File: config.mk
export PLATFORM = sky130hd
export DESIGN_NAME = fetch_aligner
export DESIGN_NICKNAME = d
export VERILOG_FILES = /design/src/rtl/fetch_aligner_pkg.sv /design/src/rtl/fetch_aligner_hw_queue.sv /design/src/rtl/fetch_aligner.sv
export SDC_FILE = /design/constraint.sdc
export NUM_CORES = 1
export LEC_CHECK = 0
export ABC_CLOCK_PERIOD_IN_PS = 2700
export BUFFER_PORTS_ARGS = -buffer_cell sky130_fd_sc_hd__buf_4
export CORE_MARGIN = 2
export CORE_UTILIZATION = 37
export DETAILED_ROUTE_END_ITERATION = 10
export PLACE_DENSITY = 0.63
export SYNTH_ARGS = -nofsm -noshare
export SYNTH_HDL_FRONTEND = slang
export SYNTH_SLANG_ARGS = --single-unit
File: constraint.sdc
create_clock -name clk_i -period 2.7 [get_ports clk_i]
set_input_delay 0.135 -clock clk_i [delete_from_list [all_inputs] [get_ports clk_i]]
set_output_delay 0.135 -clock clk_i [all_outputs]
set_load 0.05 [all_outputs]
File: src/rtl/fetch_aligner_pkg.sv
`default_nettype none
// +--------------------------------------------------------------------+
// | fetch_aligner_pkg : shared FSM type and constants for the aligner  |
// | Rev 1.0                                                            |
// +--------------------------------------------------------------------+
package fetch_aligner_pkg;

  typedef enum logic [0:0] {
    F_IDLE = 1'b0,
    F_WAIT = 1'b1
  } fetch_state_e;

  // Low halfword bits that mark a full-width (32-bit) instruction.
  localparam logic [1:0]  c_INST32_LSB = 2'b11;
  localparam logic [31:0] c_PC_INC_C   = 32'd2;
  localparam logic [31:0] c_PC_INC_W   = 32'd4;

  function automatic logic is_compressed(input logic [15:0] hw);
    return hw[1:0] != c_INST32_LSB;
  endfunction

endpackage
`default_nettype wire

File: src/rtl/fetch_aligner_hw_queue.sv
`default_nettype none
// +--------------------------------------------------------------------+
// | fetch_aligner_hw_queue : 4x16 halfword shift queue, head at slot 0 |
// | Rev 1.0                                                            |
// +--------------------------------------------------------------------+
module fetch_aligner_hw_queue (
  input  logic        clk_i,
  input  logic        rst_ni,
  input  logic        flush_i,
  input  logic        pop1_i,
  input  logic        pop2_i,
  input  logic        push1_i,
  input  logic        push2_i,
  input  logic [15:0] push_d0_i,
  input  logic [15:0] push_d1_i,
  output logic [15:0] head0_o,
  output logic [15:0] head1_o,
  output logic [2:0]  count_o
);

  logic [3:0][15:0] ent_q, ent_d;
  logic [2:0]       count_q, count_d;
  logic [2:0]       w_base;
  logic [1:0]       w_pop_n, w_push_n;

  // Pop shifts the queue down first; pushed halfwords land after what remains.
  always_comb begin
    w_pop_n  = pop2_i  ? 2'd2 : {1'b0, pop1_i};
    w_push_n = push2_i ? 2'd2 : {1'b0, push1_i};
    w_base   = count_q - {1'b0, w_pop_n};
    ent_d    = ent_q >> {w_pop_n, 4'b0000};
    for (int i = 0; i < 4; i++) begin
      if (w_push_n != 2'd0 && w_base == 3'(i)) ent_d[i] = push_d0_i;
      if (w_push_n == 2'd2 && (w_base + 3'd1) == 3'(i)) ent_d[i] = push_d1_i;
    end
    count_d = w_base + {1'b0, w_push_n};
    if (flush_i) begin
      ent_d   = '0;
      count_d = '0;
    end
  end

  always_ff @(posedge clk_i or negedge rst_ni) begin
    if (!rst_ni) begin
      ent_q   <= '0;
      count_q <= '0;
    end else begin
      ent_q   <= ent_d;
      count_q <= count_d;
    end
  end

  assign head0_o = ent_q[0];
  assign head1_o = ent_q[1];
  assign count_o = count_q;

endmodule
`default_nettype wire

File: src/rtl/fetch_aligner.sv
`default_nettype none
// +--------------------------------------------------------------------+
// | fetch_aligner : word fetch + halfword realignment into RV32/RVC    |
// | instructions. RVC_ALIGN_EN enables compressed handling.  Rev 1.0   |
// +--------------------------------------------------------------------+
module fetch_aligner
  import fetch_aligner_pkg::*;
#(
  parameter logic [31:0] RESET_PC = 32'h0000_0000
) (
  input  logic        clk_i,
  input  logic        rst_ni,
  output logic        imem_req_o,
  output logic [31:0] imem_addr_o,
  input  logic        imem_valid_i,
  input  logic [31:0] imem_rdata_i,
  input  logic        redirect_i,
  input  logic [31:0] redirect_pc_i,
  output logic        out_valid_o,
  input  logic        out_ready_i,
  output logic [31:0] out_inst_o,
  output logic        out_is_c_o,
  output logic [31:0] out_pc_o
);

`ifdef RVC_ALIGN_EN
  localparam logic [31:0] c_START_PC = {RESET_PC[31:1], 1'b0};
`else
  localparam logic [31:0] c_START_PC = {RESET_PC[31:2], 2'b00};
`endif

  fetch_state_e state_q, state_d;
  logic [31:2]  fpc_q, fpc_d;
  logic [31:0]  opc_q, opc_d;
  logic         discard_q, discard_d;
  logic         req_q, req_d;

  logic [15:0]  w_h0, w_h1;
  logic [2:0]   w_count, w_cnt_after;
  logic         w_head_c, w_valid, w_xfer, w_pop1, w_pop2;
  logic         w_resp, w_skip;
  logic [31:0]  w_rpc;
  logic         w_unused_rpc;

`ifdef RVC_ALIGN_EN
  logic skip_q, skip_d;

  assign w_head_c     = is_compressed(w_h0);
  assign w_rpc        = {redirect_pc_i[31:1], 1'b0};
  assign w_unused_rpc = redirect_pc_i[0];
  assign w_skip       = skip_q;

  // An odd-halfword target drops the low half of the first word fetched.
  always_comb begin
    skip_d = skip_q;
    if (w_resp)     skip_d = 1'b0;
    if (redirect_i) skip_d = redirect_pc_i[1];
  end

  always_ff @(posedge clk_i or negedge rst_ni) begin
    if (!rst_ni) skip_q <= c_START_PC[1];
    else         skip_q <= skip_d;
  end
`else
  assign w_head_c     = 1'b0;
  assign w_rpc        = {redirect_pc_i[31:2], 2'b00};
  assign w_unused_rpc = ^redirect_pc_i[1:0];
  assign w_skip       = 1'b0;
`endif

  assign w_valid     = (w_count >= 3'd1 && w_head_c) || (w_count >= 3'd2);
  assign w_xfer      = w_valid && out_ready_i && !redirect_i;
  assign w_pop1      = w_xfer && w_head_c;
  assign w_pop2      = w_xfer && !w_head_c;
  assign w_cnt_after = w_count - {1'b0, w_pop2, w_pop1};
  assign w_resp      = (state_q == F_WAIT) && imem_valid_i && !discard_q && !redirect_i;

  fetch_aligner_hw_queue u_hw_queue (
    .clk_i     (clk_i),
    .rst_ni    (rst_ni),
    .flush_i   (redirect_i),
    .pop1_i    (w_pop1),
    .pop2_i    (w_pop2),
    .push1_i   (w_resp && w_skip),
    .push2_i   (w_resp && !w_skip),
    .push_d0_i (w_skip ? imem_rdata_i[31:16] : imem_rdata_i[15:0]),
    .push_d1_i (imem_rdata_i[31:16]),
    .head0_o   (w_h0),
    .head1_o   (w_h1),
    .count_o   (w_count)
  );

  always_comb begin
    state_d   = state_q;
    fpc_d     = fpc_q;
    opc_d     = opc_q;
    discard_d = discard_q;
    req_d     = 1'b0;
    if (w_xfer) opc_d = opc_q + (w_head_c ? c_PC_INC_C : c_PC_INC_W);
    case (state_q)
      F_IDLE: begin
        if (!redirect_i && w_cnt_after <= 3'd2) begin
          req_d   = 1'b1;
          state_d = F_WAIT;
        end
      end
      F_WAIT: begin
        // A response coinciding with a redirect is consumed and dropped here,
        // so discard only arms when the stale response is still in flight.
        if (imem_valid_i) begin
          state_d   = F_IDLE;
          discard_d = 1'b0;
          if (w_resp) fpc_d = fpc_q + 30'd1;
        end else if (redirect_i) begin
          discard_d = 1'b1;
        end
      end
      default: state_d = F_IDLE;
    endcase
    if (redirect_i) begin
      opc_d = w_rpc;
      fpc_d = w_rpc[31:2];
    end
  end

  always_ff @(posedge clk_i or negedge rst_ni) begin
    if (!rst_ni) begin
      state_q   <= F_IDLE;
      fpc_q     <= c_START_PC[31:2];
      opc_q     <= c_START_PC;
      discard_q <= 1'b0;
      req_q     <= 1'b0;
    end else begin
      state_q   <= state_d;
      fpc_q     <= fpc_d;
      opc_q     <= opc_d;
      discard_q <= discard_d;
      req_q     <= req_d;
    end
  end

  assign imem_req_o  = req_q;
  assign imem_addr_o = {fpc_q, 2'b00};
  assign out_valid_o = w_valid;
  assign out_inst_o  = w_head_c ? {16'h0000, w_h0} : {w_h1, w_h0};
  assign out_is_c_o  = w_valid && w_head_c;
  assign out_pc_o    = opc_q;

endmodule
`default_nettype wire

; Yosys cells after proc, flatten, opt, wreduce, memory -nomap -nowiden
; Index checks and enable logic that the tools add are counted.
[totals]
ff_bits = 132
inputBits = 69
output_inout_bits = 99
[classes]
n_addsub = 6
order_cmp = 2
n_eq_ne = 7
shift = 1
n_mux = 24
bitwise_logic = 1
reduce_logical = 25
[op_table]
columns = operator, n
row1 = 2-to-1 mux 16 bit, 8
row2 = 2-to-1 mux 30 bit, 4
row3 = 2-to-1 mux 32 bit, 2
row4 = 2-to-1 mux 64 bit, 1
row5 = right shift 64 x 6 -> 64 bit, 1
row6 = adder 32 x 3 -> 32 bit (second input constant), 1
row7 = adder 30 x 1 -> 30 bit (second input constant), 1
row8 = logical AND 1 bit, 14
row9 = equality test 3 x 2 -> 1 bit (second input constant), 4
row10 = nonzero test 2 bit, 5
row11 = equality test 3 x 1 -> 1 bit (second input constant), 2
row12 = zero test 3 bit, 2
row13 = subtractor 3 x 2 -> 3 bit, 2
row14 = 2-to-1 mux 1 bit, 5
row15 = 2-to-1 mux 2 bit, 2
row16 = adder 3 x 1 -> 3 bit (second input constant), 1
row17 = adder 3 x 2 -> 3 bit, 1
row18 = >= comparator 3 x 2 -> 1 bit (second input constant), 1
row19 = <= comparator 3 x 2 -> 1 bit (second input constant), 1
row20 = 2-to-1 mux 3 bit, 1
row21 = AND reduction 3 bit, 1
row22 = equality test 2 bit (second input constant), 1
row23 = zero test 1 bit, 2
row24 = case mux 1 bit (2 select lines), 1
row25 = 2 further kinds, 2

; Depth between registers and ports, before layout
; Gate-level depths: netlist of the first run.
[depth]
depth_word = 10
depth_mapped = 10

; Hierarchy
; A second synthesis of the first run with hierarchy kept.
[hier_totals]
cells_unflattened = 858
area_unflattened_um2 = 8204.1
[by_module_without_submodules]
columns = mod, instances, cells_per_inst, area_per_inst_um2, seq_area_each_um2
row1 = fetch_aligner_hw_queue, 1, 468, 4493.1, 1676.6
row2 = fetch_aligner, 1, 390, 3711.1, 1576.5

; Worst setup path after synthesis of the first run
; OpenSTA, ideal clock, no wires.
[synth_path]
kind = register to register
from = register u_hw_queue.count_q[2], in the netlist u_hw_queue.count_o[2]
to = register u_hw_queue.ent_q[56] in the netlist's numbering
setup_ns = 0.083
arrival_ns = 2.878
required_ns = 2.617
slack_ns = -0.261
stages_incl_launch_ff = 11
path_cell_list = dfrtp_1 o21ai_0 buf_2 buf_1 nor2_1 ha_1 xor2_1 nor4_1 clkbuf_1 nand2_1 o21ai_0
[synth_between]
elab_chain_cells = 10
word_cells_on_any_way = 14
cone_classes = add/sub (2) / order compare (1) / eq/ne (2) / shift (1) / mux (4) / reduce/logical (4)
[synth_lines]
columns = item, line_no
row1 = start: declaration, fetch_aligner_hw_queue.sv:22  ; logic [2:0] count_q, count_d;
row2 = start signal: assignment, fetch_aligner_hw_queue.sv:49  ; count_q <= count_d;
row3 = >= comparator 3 x 2 -> 1 bit, fetch_aligner.sv:71  ; assign w_valid = (w_count >= 3'd1 && w_head_c) || (w_count >= 3'd2);
row4 = logical AND 1 bit (2 in a row), fetch_aligner.sv:72  ; assign w_xfer = w_valid && out_ready_i && !redirect_i;
row5 = 2-to-1 mux 2 bit, fetch_aligner_hw_queue.sv:28  ; w_pop_n = pop2_i ? 2'd2 : {1'b0, pop1_i};
row6 = subtractor 3 x 2 -> 3 bit, fetch_aligner_hw_queue.sv:30  ; w_base = count_q - {1'b0, w_pop_n};
row7 = adder 3 x 1 -> 3 bit / equality test 3 x 2 -> 1 bit (equally long branches), "fetch_aligner_hw_queue.sv:34, fetch_aligner_hw_queue.sv:33"
row8 = equality test 3 x 2 -> 1 bit / logical AND 1 bit (equally long branches), "fetch_aligner_hw_queue.sv:34, fetch_aligner_hw_queue.sv:33"
row9 = logical AND 1 bit / 2-to-1 mux 16 bit (equally long branches), "fetch_aligner_hw_queue.sv:34, fetch_aligner_hw_queue.sv:33"
row10 = 2-to-1 mux 16 bit (*), fetch_aligner_hw_queue.sv:34  ; if (w_push_n == 2'd2 && (w_base + 3'd1) == 3'(i)) ent_d[i] = push_d1_i;
row11 = 2-to-1 mux 64 bit (*), fetch_aligner_hw_queue.sv:37  ; if (flush_i) begin
row12 = end signal: assignment, fetch_aligner_hw_queue.sv:48  ; ent_q <= ent_d;
row13 = end: declaration, fetch_aligner_hw_queue.sv:21  ; logic [3:0][15:0] ent_q, ent_d;
; Every way passes the cells marked *; elsewhere a longest branch is shown, timed or not.
; A chain may end at the register's enable or synchronous reset.

; Worst setup path after layout of the first run
[layout_path]
from = register opc_q[15], in the netlist out_pc_o[15]
to = register opc_q[29], in the netlist out_pc_o[29]
[layout_between]
elab_chain_cells = 3
[layout_lines]
columns = item, line_no
row1 = start: declaration, fetch_aligner.sv:34  ; logic [31:0] opc_q, opc_d;
row2 = start signal: assignment, fetch_aligner.sv:130  ; opc_q <= c_START_PC;
row3 = start signal: assignment, fetch_aligner.sv:136  ; opc_q <= opc_d;
row4 = adder 32 x 3 -> 32 bit, fetch_aligner.sv:99  ; if (w_xfer) opc_d = opc_q + (w_head_c ? c_PC_INC_C : c_PC_INC_W);
row5 = 2-to-1 mux 32 bit, fetch_aligner.sv:99
row6 = 2-to-1 mux 32 bit, fetch_aligner.sv:120  ; if (redirect_i) begin
; No other way between the ends. The select of a mux whose other input is x is not followed.

==> results of run 1 <==
## worst min-delay path by stage
stage	slack (ns)	cells after the start	end	from
floorplan	-0.16	0	discard_q	rst_ni
global placement	0.20	1	u_hw_queue.head0_o[2]	rst_ni
detailed placement	0.19	1	u_hw_queue.head0_o[2]	rst_ni
CTS	0.002	3	fpc_q[22]	redirect_pc_i[22]
global route	0.02	3	fpc_q[22]	redirect_pc_i[22]
finish	0.02	3	fpc_q[22]	redirect_pc_i[22]
## registers in the layout, indices dropped and copies added (netlist names)
signal              cells
state_q                 1
u_hw_queue.count_o      2
fpc_q                  30
discard_q               1
imem_req_o              1
u_hw_queue.head0_o     16
u_hw_queue.ent_q       32
out_pc_o               30
u_hw_queue.head1_o     16
## worst register-to-register path, delay by kind of cell (launching register included)
kind	cells	cell delay, ns
AND/OR/NAND/NOR	3	1.46
flip-flops	1	0.50
AO/OA/AOI/OAI	1	0.20
## area by class of cell
cell class | count | area share [%]
Inverter | 12 | 0.482
Clock inverter | 13 | 1.89
Sequential cell | 129 | 34.6
Clock buffer | 19 | 4.74
Tap cell | 234 | 3.14
Multi-Input combinational cell | 525 | 34.9
Timing Repair Buffer | 228 | 20.2
## cell usage after synthesis (14+ instances only)
cell type  number
dfrtp_1       129
nand2_1       126
o31ai_1        46
nor2_1         43
o21ai_0        40
buf_4          37
clkbuf_1       33
mux2i_1        32
nand3_1        19
nor4_1         19
a31oi_1        18
nand4_1        17
nor3_1         17
mux2_2         15
or4_1          15
xor2_1         14
## layer usage
metal / share of wire [%] / up-vias / GRT usage [%]
met5: 0 / - / 0
met4: 1.8 / 0 / 6.79
met3: 6.6 / 27 / 4.79
met2: 46 / 206 / 30.7
met1: 46 / 3009 / 27.3
li1: - / 3005 / -
## cell families (layout without fill, tap and decap cells)
logic type,after synthesis,in the layout,synth area share [%]
simple gates,302,302,21.6
flops,129,129,46.4
compound gates,144,144,13.8
buf+inv,94,272,7.45
mux,47,47,7.03
xor+xnor,22,22,2.77
other cells,1,5,0.0539
fa+ha+maj,5,5,0.899
## power by group through the flow
| stage | sequential [mW] | clock, mW | combinational (mW) |
|---|---|---|---|
| final | 2.32 | 2.43 | 1.68 |
| after global routing | 2.35 | 2.56 | 1.80 |
| after CTS | 2.32 | 2.47 | 1.70 |
| after detailed placement | 2.35 | 0 | 1.63 |
| after global placement | 2.35 | 0 | 1.62 |
| after floorplan | 2.65 | 0 | 0.818 |
## metrics by stage
step	std cells	power (mW)	cell area, um2	hold WS [ns]	util [%]
after floorplan	748	3.47	6990	-0.161	-
after global routing	1160	6.72	9340	0.0191	50.3
after detailed placement	1077	3.98	8210	0.194	44.2
after global placement	1077	3.97	8210	0.196	44.2
final	1160	6.44	9340	0.0170	50.3
after CTS	1160	6.49	9340	0.00179	50.3
==> metrics, run 1 <==
async set or reset register ratio after synthesis 100%; EDFF count, synth 0; Die Width 141 um; slowest CP cell or4_1; Detail Route Antenna Nets 0; Multi-input gate area 3260 um2; core footprint 18600 um2; CTS tree yes; Worst EP arrival 2.58 ns; library cells used by synthesis 51; Seq pwr share 36.1%; synthesized instance count 744; post-synthesis sequential area ratio 46.4%; Synth Cell Area 6960 um2; Worst Tran Pin Value 0.629 ns; cell repeated most along the worst path or4_1; DP Worst Slack 0.459 ns; first-pass GRT wire length 31200 um; register bit total from synthesis 129; Final WS setup 0.448 ns; Setup crit end kind flip-flop; cts hold-fix bufs 51; commonest non-fill, non-tap cell in the layout buf_4; area delta synth->final 34.2%; CP startpoint kind flip-flop; predominant post-synthesis flop cell dfrtp_1; crit path kind reg2reg; Mapped Avg Cell Area 9.35 um2; Reg clk slew, reported paths 0.07 ns; gr usage total 19.8%; Root Driver clkbuf_16; Min-Delay Path Class in2reg; reg2reg path depth 4; I/O pin total 168; DR vias 6247; largest net degree at the start of global routing 65; CP cell instances nand4_2, or4_1, or4_1, a211oi_1; Site Rows 50; yosys warns 0; Comb pwr share 26.2%; # resized after CTS 0; Max Buffers Root-to-Sink 2; routed vias/inst 5.39; Synth top area share 46.4%; Setup-failing EPs final 0; WL/cell 16.9 um; Synth area leader dfrtp_1; period utilization 83.4%; worst flop-to-flop path endpoint out_pc_o[29]; leak pwr 4.22 nW; clock power share 37.8%; clk sinks 129; critical path depth 4; Final Hold Fails 0; # H-tree levels 4; Post-DP HPWL 13100 um; port buffer count 160; Psw 2.25 mW; nets 987; Setup TNS Final 0 ns; Max-Cap Viols 0; total gr overflow 0; worst skew pair latency 0.42 ns; Slew headroom 58.0%; Max Clock Freq 444 MHz; RSZ-0062 raised after global routing no; initial antenna violation count 0; die area 19900 um2; Worst Setup SP out_pc_o[15]; routed wire length 19600 um; post-CTS setup buffer count 0; crit path max fanout 9; switching fraction of total power 34.9%; DRC viols 0; Chip Height 141 um; clock skew 0.0126 ns; crit-path leading delay family simple AND/OR/NAND/NOR gates; CTS buffer count 17; status finished clean; Starting Density 37.4%; ant diodes 0; most frequent cells in the layout buf_4 (173), dfrtp_1 (129), nand2_1 (126); Layout fillers 1720; Pint 4.19 mW; Max stage delay on crit path 0.73 ns; first-pass iteration count of the detailed router 4; CP Data Required Time 3.03 ns; Slew Viols, Final 0; r2r startpoint out_pc_o[15]; 1st-iter DRT viols 308; min cycle time layout 2.25 ns; PD cells 689 nW/um2; register area 3230 um2; R2R setup slack 0.45 ns; share of layout cells above drive strength 1 25.8%; Synth area leaders dfrtp_1 (46%), nand2_1 (6.8%), o31ai_1 (5.0%); Max VDD drop 0.457 mV; vias in the first global route 5916; CP bufs+invs 0; Placer Congestion 0.795; Critical Path Sink out_pc_o[29]
(Power assumes the default switching activity.)
==> inputs of run 2 (changes only) <==
--- a/config.mk
+++ b/config.mk
@@ -5,7 +5,7 @@
 export SDC_FILE = /design/constraint.sdc
 export NUM_CORES = 1
 export LEC_CHECK = 0
-export ABC_CLOCK_PERIOD_IN_PS = 2700
+export ABC_CLOCK_PERIOD_IN_PS = 1900
 export BUFFER_PORTS_ARGS = -buffer_cell sky130_fd_sc_hd__buf_4
 export CORE_MARGIN = 2
 export CORE_UTILIZATION = 37
==> constraint.sdc (replaced) <==
create_clock -name clk_i -period 1.9 [get_ports clk_i]
set_input_delay 0.095 -clock clk_i [delete_from_list [all_inputs] [get_ports clk_i]]
set_output_delay 0.095 -clock clk_i [all_outputs]
set_load 0.05 [all_outputs]
==> run 2 against run 1 <==
Compared with the run above: the run now ends with negative hold slack, negative setup slack left; sequential share of layout area is 2.9 points lower; core utilization grew 5.3 points; via count rose by 6.6%; critical path depth rose by 5; first-iteration DRC count is 19% higher; global-route usage is 1.2 points higher; critical endpoint is now u_hw_queue.head0_o[13]; largest cell class unchanged; largest power group is now sequential cells.
==> metrics, run 2 (synthesis gave the netlist of run 1 again) <==
status complete, but fails checks; failing checks negative hold slack, negative setup slack; vias in the first global route 6206; I/O pin total 168; Hold Path Origin redirect_pc_i[29]; clock skew 0.00828 ns; largest net degree at the start of global routing 78; worst skew pair latency 0.42 ns; routed wire length 21800 um; Max Clock Freq 522 MHz; ant diodes 0; Die Width 141 um; initial antenna violation count 0; WL/cell 17.6 um; r2r startpoint u_hw_queue.count_o[1]; CP startpoint kind flip-flop; Top reg by flops u_hw_queue.ent_q; first-pass GRT wire length 32900 um; total gr overflow 0; Slew headroom 59.8%; min cycle time layout 1.92 ns; Cells after DPL 1121; Finished Cell Area 10300 um2; Worst Setup SP u_hw_queue.count_o[1]; gr usage total 21.0%; Placed Area 8720 um2; DRC viols 0; max reg flops 32; Pwr Total 9.19 mW; share of layout cells above drive strength 1 37.3%; Starting Density 37.4%; commonest non-fill, non-tap cell in the layout buf_4; Chip Height 141 um; port buffer count 160; hold slack -0.00537 ns; Slew Viols, Final 0; 1st-iter DRT viols 365; Final Hold Fails 1; Reg clk slew, reported paths 0.06 ns; Post-DP HPWL 13800 um; crit path max fanout 6; Setup-failing EPs final 6; most frequent cells in the layout buf_4 (224), nand2_1 (120), dfrtp_1 (93); Worst EP arrival 2.23 ns; first-pass iteration count of the detailed router 5; Site Rows 50; Final WS setup -0.0156 ns; fin cells 1239; Max VDD drop 0.689 mV; routed vias/inst 5.37; CP Data Required Time 2.22 ns; DR vias 6658; Detail Route Antenna Nets 0; Placer Congestion 0.870; die area 19900 um2; clk sinks 129; final core utilization 55.6%; Max Buffers Root-to-Sink 2; crit path kind reg2reg; area delta synth->final 48.4%; CTS buffer count 17; Setup TNS Final -0.0246 ns; core footprint 18600 um2; Setup crit end kind flip-flop; Worst Tran Pin Value 0.602 ns; period utilization 101%; PD cells 890 nW/um2; DP Worst Slack -0.0362 ns; CTS tree yes; leak pwr 4.66 nW; Max-Cap Viols 0; Min-Delay Path Class in2reg; Root Driver clkbuf_16; RSZ-0062 raised after global routing yes; nets 1066; # H-tree levels 4
==> run 2: metal layers <==
layer / global-route usage (%) / vias to the layer above / wire length (um)
li1: - / 3177 / -
met1: 29.3 / 3230 / 9740
met2: 33.5 / 227 / 10400
met3: 3.63 / 24 / 1280
met4: 6.68 / 0 / 310
met5: 0 / - / 0
==> run 2: area by class of cell <==
| class | instances | area [um2] |
|---|---|---|
| fillers | 1610 | 8260 |
| multi-input cells | 526 | 3470 |
| clock inverters | 15 | 126 |
| flip-flops and latches | 129 | 3270 |
| well taps | 234 | 293 |
| inverters | 12 | 45.0 |
| clock buffers | 17 | 425 |
| repair buffers | 306 | 2690 |
==> run 2: final timing paths <==
check	depth (start not counted)	endpoint	slack [ns]
worst max-delay path	9	u_hw_queue.head0_o[13]	-0.02
worst min-delay path	3	out_pc_o[29]	-0.005
worst max register to register	9	u_hw_queue.head0_o[13]	-0.02
worst min register to register	2	u_hw_queue.ent_q[47]	0.53
max in group asynchronous	3	out_pc_o[14]	1.02
min in group asynchronous	2	u_hw_queue.head1_o[12]	0.18
==> run 2: timing repair <==
| item | in CTS | in global routing |
|---|---|---|
| endpoints found under the hold margin | 135 | 0 |
| gates resized for setup | 2 | 37 |
| hold buffers | 58 | 0 |
| pin swaps | 5 | 21 |
| buffers inserted | 6 | 15 |
| cloned | 3 | 6 |
| endpoints found under the setup margin | 34 | 76 |
==> run 2: critical path: stages (launching register included) <==
cell and delay [ns]:
dfrtp_1 0.40, buf_4 0.15, inv_1 0.11, ha_4 0.17, xor2_4 0.23, nor4_4 0.08, buf_4 0.18, buf_12 0.13
buf_16 0.14, o31ai_1 0.22
==> run 2: power breakdown <==
part,leakage (nW),switching (mW),internal [mW]
combinational,2.79,1.74,1.09
sequential,1.61,0.255,3.01
clock,0.269,1.37,1.71
total,4.66,3.37,5.82
